**src/rtl/hazard_stall_unit.sv**
```systemverilog
// hazard_stall_unit: load-use / RAW stall generator for the 5-stage pipeline.
// Rev 1.0 - three-slot destination scoreboard (EX, MEM, WB) with saturating stall counter.
`default_nettype none

module hazard_stall_unit #(
  parameter int REG_W       = 3,
  parameter int FWD         = 1,
  parameter int ZERO_REG_HW = 1,
  parameter int CNT_W       = 16
) (
  input  logic             clk,
  input  logic             rst_n,
  input  logic             id_valid,
  input  logic [3:0]       id_opcode,
  input  logic [REG_W-1:0] id_rs,
  input  logic [REG_W-1:0] id_rt,
  input  logic [REG_W-1:0] id_rd,
  output logic             st,
  output logic             pc_write,
  output logic             ifid_write,
  output logic [CNT_W-1:0] stall_cnt
);

  localparam logic [3:0] c_op_add   = 4'b0000;
  localparam logic [3:0] c_op_nandi = 4'b0001;
  localparam logic [3:0] c_op_sub   = 4'b0011;
  localparam logic [3:0] c_op_lw    = 4'b0111;
  localparam logic [3:0] c_op_nor   = 4'b1111;

  // Slot 0 = EX, 1 = MEM, 2 = WB.
  logic             r_v    [3];
  logic [REG_W-1:0] r_dest [3];
  logic             r_ld   [3];
  logic [CNT_W-1:0] r_cnt;

  logic             w_reads_rs;
  logic             w_reads_rt;
  logic             w_writes;
  logic             w_is_lw;
  logic [REG_W-1:0] w_dest;
  logic             w_rs_ok;
  logic             w_rt_ok;
  logic [2:0]       w_hit;
  logic [2:0]       w_policy;

  always_comb begin
    w_reads_rs = 1'b0;
    w_reads_rt = 1'b0;
    w_writes   = 1'b0;
    w_is_lw    = 1'b0;
    w_dest     = id_rd;
    case (id_opcode)
      c_op_add, c_op_sub, c_op_nor: begin
        w_reads_rs = 1'b1;
        w_reads_rt = 1'b1;
        w_writes   = 1'b1;
        w_dest     = id_rd;
      end
      c_op_nandi: begin
        w_reads_rs = 1'b1;
        w_writes   = 1'b1;
        w_dest     = id_rt;
      end
      c_op_lw: begin
        w_reads_rs = 1'b1;
        w_writes   = 1'b1;
        w_is_lw    = 1'b1;
        w_dest     = id_rt;
      end
      default: begin
        w_reads_rs = 1'b0;
      end
    endcase
  end

  assign w_rs_ok = w_reads_rs & ((ZERO_REG_HW == 0) || (id_rs != '0));
  assign w_rt_ok = w_reads_rt & ((ZERO_REG_HW == 0) || (id_rt != '0));

  // Which slots are allowed to stall: with forwarding only a load in EX,
  // without it anything in EX or MEM. WB never stalls (write-before-read file).
  assign w_policy[0] = (FWD != 0) ? r_ld[0] : 1'b1;
  assign w_policy[1] = (FWD == 0);
  assign w_policy[2] = 1'b0;

  generate
    for (genvar i = 0; i < 3; i++) begin : g_slot
      assign w_hit[i] = r_v[i] & ((w_rs_ok & (id_rs == r_dest[i])) |
                                  (w_rt_ok & (id_rt == r_dest[i])));
    end
  endgenerate

  assign st         = id_valid & |(w_hit & w_policy);
  assign pc_write   = ~st;
  assign ifid_write = ~st;
  assign stall_cnt  = r_cnt;

  always_ff @(posedge clk or negedge rst_n) begin
    if (!rst_n) begin
      for (int i = 0; i < 3; i++) begin
        r_v[i]    <= 1'b0;
        r_dest[i] <= '0;
        r_ld[i]   <= 1'b0;
      end
      r_cnt <= '0;
    end else begin
      r_v[0]    <= id_valid & ~st & w_writes;
      r_dest[0] <= w_dest;
      r_ld[0]   <= id_valid & ~st & w_writes & w_is_lw;
      for (int i = 1; i < 3; i++) begin
        r_v[i]    <= r_v[i-1];
        r_dest[i] <= r_dest[i-1];
        r_ld[i]   <= r_ld[i-1];
      end
      if (st && (r_cnt != {CNT_W{1'b1}})) begin
        r_cnt <= r_cnt + 1'b1;
      end
    end
  end

endmodule

`default_nettype wire

```
**config.mk**
```make
export PLATFORM = sky130hd
export DESIGN_NAME = hazard_stall_unit
export DESIGN_NICKNAME = d
export VERILOG_FILES = /design/src/rtl/hazard_stall_unit.sv
export SDC_FILE = /design/constraint.sdc
export NUM_CORES = 1
export LEC_CHECK = 0
export ABC_AREA = 0
export BUFFER_PORTS_ARGS = -buffer_cell sky130_fd_sc_hd__clkbuf_2
export CORE_AREA = 2 2 53 104
export CTS_CLUSTER_SIZE = 12
export DETAILED_ROUTE_END_ITERATION = 10
export DIE_AREA = 0 0 55 106
export GPL_TIMING_DRIVEN = 0
export PLACE_DENSITY = 0.55
export SYNTH_ARGS = -nofsm -noshare
export SYNTH_HDL_FRONTEND = slang
export SYNTH_SLANG_ARGS = --single-unit
```
**constraint.sdc**
```tcl
create_clock -name clk -period 1.9 [get_ports clk]
set_input_delay 0.19 -clock clk [delete_from_list [all_inputs] [get_ports clk]]
set_output_delay 0.19 -clock clk [all_outputs]
set_load 0.02 [all_outputs]
```
==> results of run 1 <==
## cell usage after synthesis, drive strengths merged
cell	instances	area [sq um]
nor4	3	31.28
mux2	6	67.56
nor2	6	25.03
a22o	1	17.52
nor3	5	30.03
nor2b	1	6.260
or2	1	6.260
nand2	2	7.510
nand3	10	55.05
o2111ai	1	26.28
ha	1	12.51
a41o	1	10.01
dfrtp	21	525.5
nand4	12	75.07
xnor2	13	113.9
nand4b	2	17.52
nand2b	6	45.04
and4	2	17.52
xor2	5	43.79
and3	7	43.79
o21ai	1	5.000
clkbuf	1	3.750
and2	3	18.77
buf	2	15.01
inv	1	3.750
## metal layers
layer,global-route usage,wire (um),part of all wire,vias to the layer above
li1,-,-,-,505
met1,0.1149,1115,0.38,492
met2,0.1888,1557,0.53,40
met3,0.01404,169,0.057,9
met4,0.07491,112,0.038,0
met5,0,0,0,-
## worst min path at each step
stage | endpoint | slack (ns) | depth (start not counted)
6_report | r_dest[7] | 0.16 | 2
2_1_floorplan | r_dest[6] | -0.11 | 0
3_3_place_gp | stall_cnt[10] | 0.19 | 1
5_1_grt | r_dest[7] | 0.15 | 2
3_5_place_dp | stall_cnt[10] | 0.20 | 1
4_1_cts | r_dest[7] | 0.16 | 2
## cell type report
cell class              instances  area, sq um
fillers                       558         3482
multi-input cells              89        688.2
flip-flops and latches         21        525.5
repair buffers                 41        247.7
well taps                      58        72.57
clock buffers                   3        41.29
plain buffers                   3        26.28
clock inverters                 1        5.005
inverters                       1        3.754
## what timing repair did
action / 4_1_cts / 5_1_grt
pin swaps: 2 / 4
gates resized for setup: 9 / 4
endpoints found under the hold margin: 21 / 0
hold buffers: 1 / 0
endpoints found under the setup margin: 3 / 16
setup buffers: 5 / 1
gates cloned: 0 / 1
## through the flow
step           instances  area (sq um)   TNS, ns
6_report             217          1610   -0.1780
5_1_grt              217          1610   -0.4679
4_1_cts              216          1598   -0.3429
3_5_place_dp         206          1466  -0.05457
3_3_place_gp         206          1466  -0.02628
2_1_floorplan        114          1224         0
## worst register-to-register path: stages (launching register included)
cell and delay, ns:
dfrtp_1 0.41, xor2_1 0.16, nor4_2 0.34, a22o_4 0.17, buf_4 0.16, buf_2 0.17
nand4_1 0.11, xnor2_1 0.15
## cell families (layout without fill, tap and decap cells)
family,Yosys count,count (layout),synth area share
and+or+nand+nor,60,60,0.3098
DFF,21,21,0.4294
xor gates and xnor gates,18,18,0.1288
muxes,6,6,0.05521
AOI/OAI and AO/OA,4,4,0.04806
buffers and inverters,4,49,0.01840
adders and majority gates,1,1,0.01022
## power by group through the flow
stage	combinational, W	sequential (W)	clock, W
global placement	0.0000981	0.000468	0
CTS	0.000113	0.000459	0.000311
floorplan	0.0000556	0.000467	0
detailed placement	0.0000995	0.000469	0
global route	0.000125	0.000459	0.000331
finish	0.000114	0.000458	0.000297
## flip-flops by register name, indices dropped and copies added (netlist names)
signal,cells
r_ld,1
r_dest,3
r_v,1
stall_cnt,16
==> impl_metrics.json, run 1 <==
{
  "worstHoldStart": "id_rd[1]",
  "drtPass1Iterations": 4,
  "totalWireLength_um": 2954,
  "sequentialPowerShare": 0.527,
  "synth-seq-area-share": 0.4294,
  "die_width_um": 55,
  "ys_ff_latch": 21,
  "detailroute.via_count": 1046,
  "design.portCount": 35,
  "timing.critical_path.buf_inv": 2,
  "grt_first_pass_wirelength_um": 4650,
  "cts_max_path_buffers": 2,
  "worst_slew_pin_slew_ns": 0.5204,
  "share_comb_of_total_power": 0.131,
  "final_net_count": 177,
  "synthCells": 114,
  "violated_checks": "setup timing",
  "reg2reg_from": "r_dest[8]",
  "worst_setup_path_endpoint": "pc_write",
  "area_added_between_synthesis_and_finish_pct": 31.59,
  "setup_viol": 3,
  "number_of_drc_violations_after_detailed_routing": 0,
  "cap_viol_max_count": 0,
  "worst-path-max-fanout": 4,
  "rr_worst_depth": 7,
  "ys_warn_count": 0,
  "mappedNetlistNets": 131,
  "vdd.ir_drop.worst_v": 0.0002312,
  "cpLargestDelayFamily": "simple AND/OR/NAND/NOR gates",
  "final_critical_path_share_of_the_clock_period": 1.047,
  "cell_breakdown_of_the_critical_path": "xor2_1, nor4_2, a22o_4, and2_4, nand2b_4, buf_6, buf_8",
  "layout.cells.most_common_list": "clkbuf_2, dfrtp_1, xnor2_1",
  "detailed_place_hpwl_um": 2230,
  "worst_clock_skew_on_the_final_layout_ns": 0.004416,
  "globalplace.congestion": 0.8128,
  "grt_overflow": 0,
  "antenna_left": 0,
  "switching_share": 0.2491,
  "route.detailed.wl_per_inst_um": 13.61,
  "clock_latency_ns": 0.26,
  "antenna_found_initial": 0,
  "fmaxAchievable_ghz": 0.5026,
  "p_int_w": 0.0006529,
  "criticalPathCategory": "register to output pin",
  "critPathRequiredTime_ns": 1.71,
  "drv_slew": 0,
  "num_antenna_cells": 0,
  "netSwitchingPower_w": 0.0002167,
  "finalHoldViolCount": 0,
  "final_common_cell": "clkbuf_2",
  "yosysUniqueCellTypes": 32,
  "clk_transition_reported_paths_ns": 0.07,
  "cpPeakStageDelay_ns": 0.41,
  "cell_count_along_the_critical_path": 7,
  "grt_pass1_vias": 1038,
  "htreeDepth": 1,
  "area_enclosed_by_the_die_boundary_sq_um": 5830,
  "min_setup_slack_post_route_ns": -0.08964,
  "fin_util": 0.3162,
  "holdWs_ns": 0.1611,
  "r2r_setup_slack_ns": 0.11,
  "worstSetupStartpointType": "register",
  "grt_start_max_net_pins": 22,
  "clk_root_buffer_cell": "clkbuf_8",
  "postSynthAreaPerCell_sq_um": 10.73,
  "status": "complete, but fails checks",
  "netlist_area_sq_um": 1224,
  "rsz_0062_raised_after_global_routing": "yes",
  "crit_slowest_cell": "dfrtp_1",
  "clock_sink_count": 21,
  "coreArea_sq_um": 5092,
  "rows": 37,
  "power-per-cell-area_nw_per_um2": 540.0,
  "worst_ep_arrival_time_ns": 1.80,
  "critPathCaptureType": "output pin",
  "drt_first_iter_violations": 6,
  "cp-startpoint": "r_dest[8]",
  "drive_above_1_share": 0.3836,
  "vertical_extent_of_the_die_um": 106,
  "reg2reg_to": "stall_cnt[15]",
  "final.min_clock_period_ns": 1.990,
  "maxSlewHeadroom": 0.6531,
  "clock_power_share": 0.342,
  "number_of_clock_buffers_inserted_by_tritoncts": 3,
  "viasPerCell": 4.820,
  "power_w": 0.0008696,
  "portBuffers": 34,
  "power.leakage_nw": 0.7515,
  "start_util": 0.2403,
  "place_worst_setup_slack_ns": -0.04690,
  "class_of_the_worst_hold_path": "input pin to register",
  "total_routing_resource_utilization_after_global_routing": 0.1099,
  "tritoncts": "done"
}
(Power assumes the default switching activity.)
==> run 2: changes to the inputs <==
--- a/config.mk
+++ b/config.mk
@@ -13,6 +13,7 @@
 export DIE_AREA = 0 0 55 106
 export GPL_TIMING_DRIVEN = 0
 export PLACE_DENSITY = 0.55
+export RECOVER_POWER = 100
 export SYNTH_ARGS = -nofsm -noshare
 export SYNTH_HDL_FRONTEND = slang
 export SYNTH_SLANG_ARGS = --single-unit
==> impl_metrics.json, run 2 (same netlist as run 1, synthesis figures left out) <==
{
  "drt_first_iter_violations": 23,
  "fmaxAchievable_ghz": 0.5034,
  "final_net_count": 177,
  "worst_hold_path.num_cells": 2,
  "setup_viol": 3,
  "viasPerCell": 4.843,
  "grt_overflow": 0,
  "cpLargestDelayFamily": "simple AND/OR/NAND/NOR gates",
  "worst-path-max-fanout": 4,
  "multi_input_gate_area_in_the_final_layout_sq_um": 688.2,
  "route.detailed.wl_per_inst_um": 13.69,
  "flip_flop_and_latch_area_sq_um": 525.5,
  "globalplace.congestion": 0.8128,
  "finalHoldViolCount": 0,
  "criticalPathCategory": "register to output pin",
  "final_critical_path_share_of_the_clock_period": 1.046,
  "vertical_extent_of_the_die_um": 106,
  "cap_viol_max_count": 0,
  "grt_pass1_vias": 1038,
  "antenna_left": 0,
  "drv_slew": 0,
  "power.leakage_nw": 0.6901,
  "worstSetupStartpointType": "register",
  "timing.hold.worst_endpoint": "r_dest[7]",
  "rows": 37,
  "class_of_the_worst_hold_path": "input pin to register",
  "reg2reg_to": "stall_cnt[15]",
  "maxSlewHeadroom": 0.2418,
  "grt_start_max_net_pins": 22,
  "final.min_clock_period_ns": 1.987,
  "number_of_clock_buffers_inserted_by_tritoncts": 3,
  "area_added_between_synthesis_and_finish_pct": 29.75,
  "total_routing_resource_utilization_after_global_routing": 0.1099,
  "die_width_um": 55,
  "worst_ep_arrival_time_ns": 1.80,
  "worstHoldStart": "id_rd[1]",
  "detailroute.via_count": 1051,
  "cpPeakStageDelay_ns": 0.41,
  "vdd.ir_drop.worst_v": 0.0002308,
  "power_w": 0.0008687,
  "grt_first_pass_wirelength_um": 4650,
  "rr_worst_depth": 7,
  "largest_reg_flops": 16,
  "timing.critical_path.buf_inv": 2,
  "status": "complete, but fails checks",
  "antenna_found_initial": 0,
  "clk_root_buffer_cell": "clkbuf_8",
  "n_fill_cell": 564,
  "num_antenna_cells": 0,
  "reg2reg_from": "r_dest[8]",
  "fin_util": 0.3118,
  "final_common_cell": "dfrtp_1",
  "rsz_0062_raised_after_global_routing": "yes",
  "tritoncts": "done",
  "cell_count_along_the_critical_path": 7,
  "number_of_drc_violations_after_detailed_routing": 0,
  "min_setup_slack_post_route_ns": -0.08658,
  "crit_slowest_cell": "dfrtp_1",
  "worst_slew_pin_slew_ns": 1.137,
  "portBuffers": 34,
  "detailed_place_hpwl_um": 2230,
  "clock_latency_ns": 0.26,
  "cell_breakdown_of_the_critical_path": "xor2_1, nor4_2, a22o_4, and2_4, nand2b_4, buf_6, buf_8",
  "htreeDepth": 1,
  "clk_transition_reported_paths_ns": 0.07,
  "coreArea_sq_um": 5092,
  "worst_clock_skew_on_the_final_layout_ns": 0.004599,
  "fin_setup_tns_ns": -0.1687,
  "drtPass1Iterations": 4,
  "dp.cells": 206,
  "drive_above_1_share": 0.2704,
  "critPathCaptureType": "output pin",
  "fin_cells": 217,
  "layout.cells.most_common_list": "dfrtp_1, clkbuf_1, xnor2_1, clkbuf_2, nand4_1",
  "design.portCount": 35,
  "power-per-cell-area_nw_per_um2": 547.1,
  "critPathRequiredTime_ns": 1.71,
  "start_util": 0.2403,
  "violated_checks": "setup timing",
  "clock_sink_count": 21,
  "area_enclosed_by_the_die_boundary_sq_um": 5830,
  "totalWireLength_um": 2970,
  "place_worst_setup_slack_ns": -0.04690,
  "r2r_setup_slack_ns": 0.11,
  "cts_max_path_buffers": 2
}
-- run 2: changes by cell type in the layout (fill, tap and decap cells not counted) --
cell	previous run	this run
clkbuf_1	1	19
clkbuf_2	31	13
-- run 2: routing by layer --
layer / track usage / vias up / wire [um]
met1: 0.1149 / 496 / 1118
met5: 0 / - / 0
met3: 0.01404 / 9 / 163
met2: 0.1888 / 40 / 1576
met4: 0.07491 / 0 / 112
li1: - / 506 / -
-- run 2: worst reg2reg max path, delay by kind of cell, from the launching register on --
family / cells / cell delay, ns
simple gates: 2 / 0.45
flops: 1 / 0.41
buf+inv: 2 / 0.33
xor+xnor: 2 / 0.31
compound gates: 1 / 0.17
-- run 2: layout make-up --
cell class	instances	area share
buffer	3	0.01655
clock inverter	1	0.003152
tap	58	0.04571
sequential	21	0.3310
clock buffer	3	0.02600
timing repair buffer	41	0.1418
multi-input combinational	89	0.4334
inverter	1	0.002364
-- run 2: what timing repair did --
item                       4_1_cts  5_1_grt
hold endpoints to repair        21        0
pin swaps                        2        4
hold buffers                     1        0
setup endpoints to repair        3       16
gates cloned                     0        1
setup buffers                    5        1
gates resized for setup          9        4
-- run 2: through the flow --
step / instance area, sq um / hold WS, ns
floorplan: 1224 / -0.1056
global placement: 1466 / 0.1945
detailed placement: 1466 / 0.1954
CTS: 1598 / 0.1563
global route: 1588 / 0.1546
finish: 1588 / 0.1614
-- run 2: worst max-delay path by stage --
stage,from,to,slack (ns)
6_report,r_dest[8],pc_write,-0.09
4_1_cts,r_dest[7],pc_write,-0.14
3_3_place_gp,r_dest[8],pc_write,-0.03
2_1_floorplan,stall_cnt[0],stall_cnt[1],0.15
5_1_grt,r_dest[8],pc_write,-0.18
3_5_place_dp,r_dest[8],pc_write,-0.05
-- run 2: where the power goes --
part           internal (W)  switching [W]
Sequential         0.000453     0.00000506
Combinational     0.0000526      0.0000607
Clock              0.000146       0.000151
Total              0.000652       0.000216
==> run 3: changes to the inputs <==
--- a/config.mk
+++ b/config.mk
@@ -14,6 +14,7 @@
 export GPL_TIMING_DRIVEN = 0
 export PLACE_DENSITY = 0.55
 export RECOVER_POWER = 100
+export SKIP_LAST_GASP = 1
 export SYNTH_ARGS = -nofsm -noshare
 export SYNTH_HDL_FRONTEND = slang
 export SYNTH_SLANG_ARGS = --single-unit
==> constraint.sdc (replaced) <==
create_clock -name clk -period 2.5 [get_ports clk]
set_input_delay 0.25 -clock clk [delete_from_list [all_inputs] [get_ports clk]]
set_output_delay 0.25 -clock clk [all_outputs]
set_load 0.02 [all_outputs]
==> impl_metrics.json, run 3 (same netlist as run 1, synthesis figures left out) <==
{
  "grt_overflow": 0,
  "tritoncts": "done",
  "timing.hold.worst_endpoint": "r_dest[7]",
  "totalWireLength_um": 2859,
  "die_width_um": 55,
  "grt_first_pass_wirelength_um": 4540,
  "fmaxAchievable_ghz": 0.4397,
  "largest_reg_flops": 16,
  "drv_slew": 0,
  "total_routing_resource_utilization_after_global_routing": 0.1069,
  "class_of_the_worst_hold_path": "input pin to register",
  "critPathRequiredTime_ns": 2.25,
  "num_antenna_cells": 0,
  "cts_max_path_buffers": 2,
  "cp-startpoint": "r_dest[8]",
  "placement.cell_area_sq_um": 1466,
  "start_util": 0.2403,
  "critPathCaptureType": "output pin",
  "vertical_extent_of_the_die_um": 106,
  "drtPass1Iterations": 3,
  "drive_above_1_share": 0.1895,
  "status": "finished, final reports clean",
  "grt_pass1_vias": 1022,
  "portBuffers": 34,
  "finalHoldViolCount": 0,
  "clk_transition_reported_paths_ns": 0.07,
  "cpLargestDelayFamily": "simple AND/OR/NAND/NOR gates",
  "detailed_place_hpwl_um": 2230,
  "worst-path-max-fanout": 7,
  "worst_ep_arrival_time_ns": 2.02,
  "power.leakage_nw": 0.6322,
  "worst_slew_pin_slew_ns": 1.155,
  "power-per-cell-area_nw_per_um2": 436.4,
  "reg2reg_to": "stall_cnt[1]",
  "criticalPathCategory": "register to output pin",
  "final_net_count": 171,
  "design.portCount": 35,
  "maxSlewHeadroom": 0.2301,
  "clock_latency_ns": 0.26,
  "layout.cells.most_common_list": "clkbuf_1, dfrtp_1, clkbuf_2",
  "worst_clock_skew_on_the_final_layout_ns": 0.004382,
  "cap_viol_max_count": 0,
  "area_enclosed_by_the_die_boundary_sq_um": 5830,
  "timing.critical_path.buf_inv": 1,
  "cpPeakStageDelay_ns": 0.42,
  "htreeDepth": 1,
  "setup_viol": 0,
  "grt_start_max_net_pins": 22,
  "crit_slowest_cell": "dfrtp_1",
  "antenna_found_initial": 0,
  "vdd.ir_drop.worst_v": 0.0001641,
  "r2r_setup_slack_ns": 0.66,
  "cell_breakdown_of_the_critical_path": "xor2_1, nor4_2, a22o_4, and2_1, nor2b_1, clkbuf_1",
  "final.min_clock_period_ns": 2.274,
  "fin_util": 0.2914,
  "globalplace.congestion": 0.8128,
  "holdWs_ns": 0.2229,
  "place_worst_setup_slack_ns": 0.4931,
  "rows": 37,
  "clock_sink_count": 21,
  "post-cts-setup-buffer-count": 0,
  "final_critical_path_share_of_the_clock_period": 0.9097,
  "detailroute.via_count": 1021,
  "worst_hold_path.num_cells": 2,
  "clk_root_buffer_cell": "clkbuf_8",
  "viasPerCell": 4.839,
  "min_setup_slack_post_route_ns": 0.2257,
  "route.detailed.wl_per_inst_um": 13.55,
  "rr_worst_depth": 6,
  "post_cts_resize_count": 0,
  "multi_input_gate_area_in_the_final_layout_sq_um": 661.9,
  "worstSetupStartpointType": "register",
  "drt_first_iter_violations": 16,
  "rsz_0062_raised_after_global_routing": "no",
  "number_of_clock_buffers_inserted_by_tritoncts": 3,
  "worstHoldStart": "id_rd[1]",
  "reg2reg_from": "stall_cnt[0]",
  "fin_area_sq_um": 1484,
  "antenna_left": 0,
  "n_fill_cell": 574,
  "coreArea_sq_um": 5092,
  "area_added_between_synthesis_and_finish_pct": 21.27,
  "number_of_drc_violations_after_detailed_routing": 0,
  "fin_setup_tns_ns": 0,
  "flip_flop_and_latch_area_sq_um": 525.5
}
run 3: metrics by stage:
stage,total power [W],cells
finish,0.0006475,211
global route,0.0006836,211
CTS,0.0006627,211
detailed placement,0.0004318,206
global placement,0.0004305,206
floorplan,0.0003972,114
run 3: power breakdown:
group / internal, W / leakage [nW] / switching, W
clock: 0.000111 / 0.0255 / 0.000113
sequential: 0.000345 / 0.286 / 0.00000453
combinational: 0.0000325 / 0.321 / 0.0000420
total: 0.000488 / 0.632 / 0.000159
run 3: what timing repair did:
item / in CTS / in global routing
setup endpoints to repair: 0 / 0
hold endpoints to repair: 21 / 0
hold buffers: 1 / 0
run 3: routing by layer:
layer | vias up | global-route usage | part of all wire
met4 | 0 | 0.07840 | 0.039
met5 | - | 0 | 0
met1 | 480 | 0.1158 | 0.39
met2 | 38 | 0.1786 | 0.52
met3 | 9 | 0.01124 | 0.056
li1 | 494 | - | -
run 3: worst reg2reg max path, stage by stage, from the launching register on:
cell     delay, ns
dfrtp_1       0.42
ha_1          0.21
nand4_1       0.13
nor4_1        0.35
nor2_1        0.18
nand3_2       0.13
mux2_1        0.32
run 3: area by class of cell:
class	instances	area share
sequential	21	0.3541
multi-input combinational	89	0.4460
clock buffer	3	0.02782
clock inverter	1	0.003373
tap	58	0.04890
buffer	3	0.01265
inverter	1	0.002530
timing repair buffer	35	0.1046
run 3: worst max path at each step:
stage / to / slack, ns / cells after the start
6_report: st / 0.23 / 6
5_1_grt: st / 0.06 / 6
4_1_cts: pc_write / 0.19 / 7
3_5_place_dp: pc_write / 0.49 / 7
3_3_place_gp: pc_write / 0.51 / 7
2_1_floorplan: pc_write / 0.70 / 6
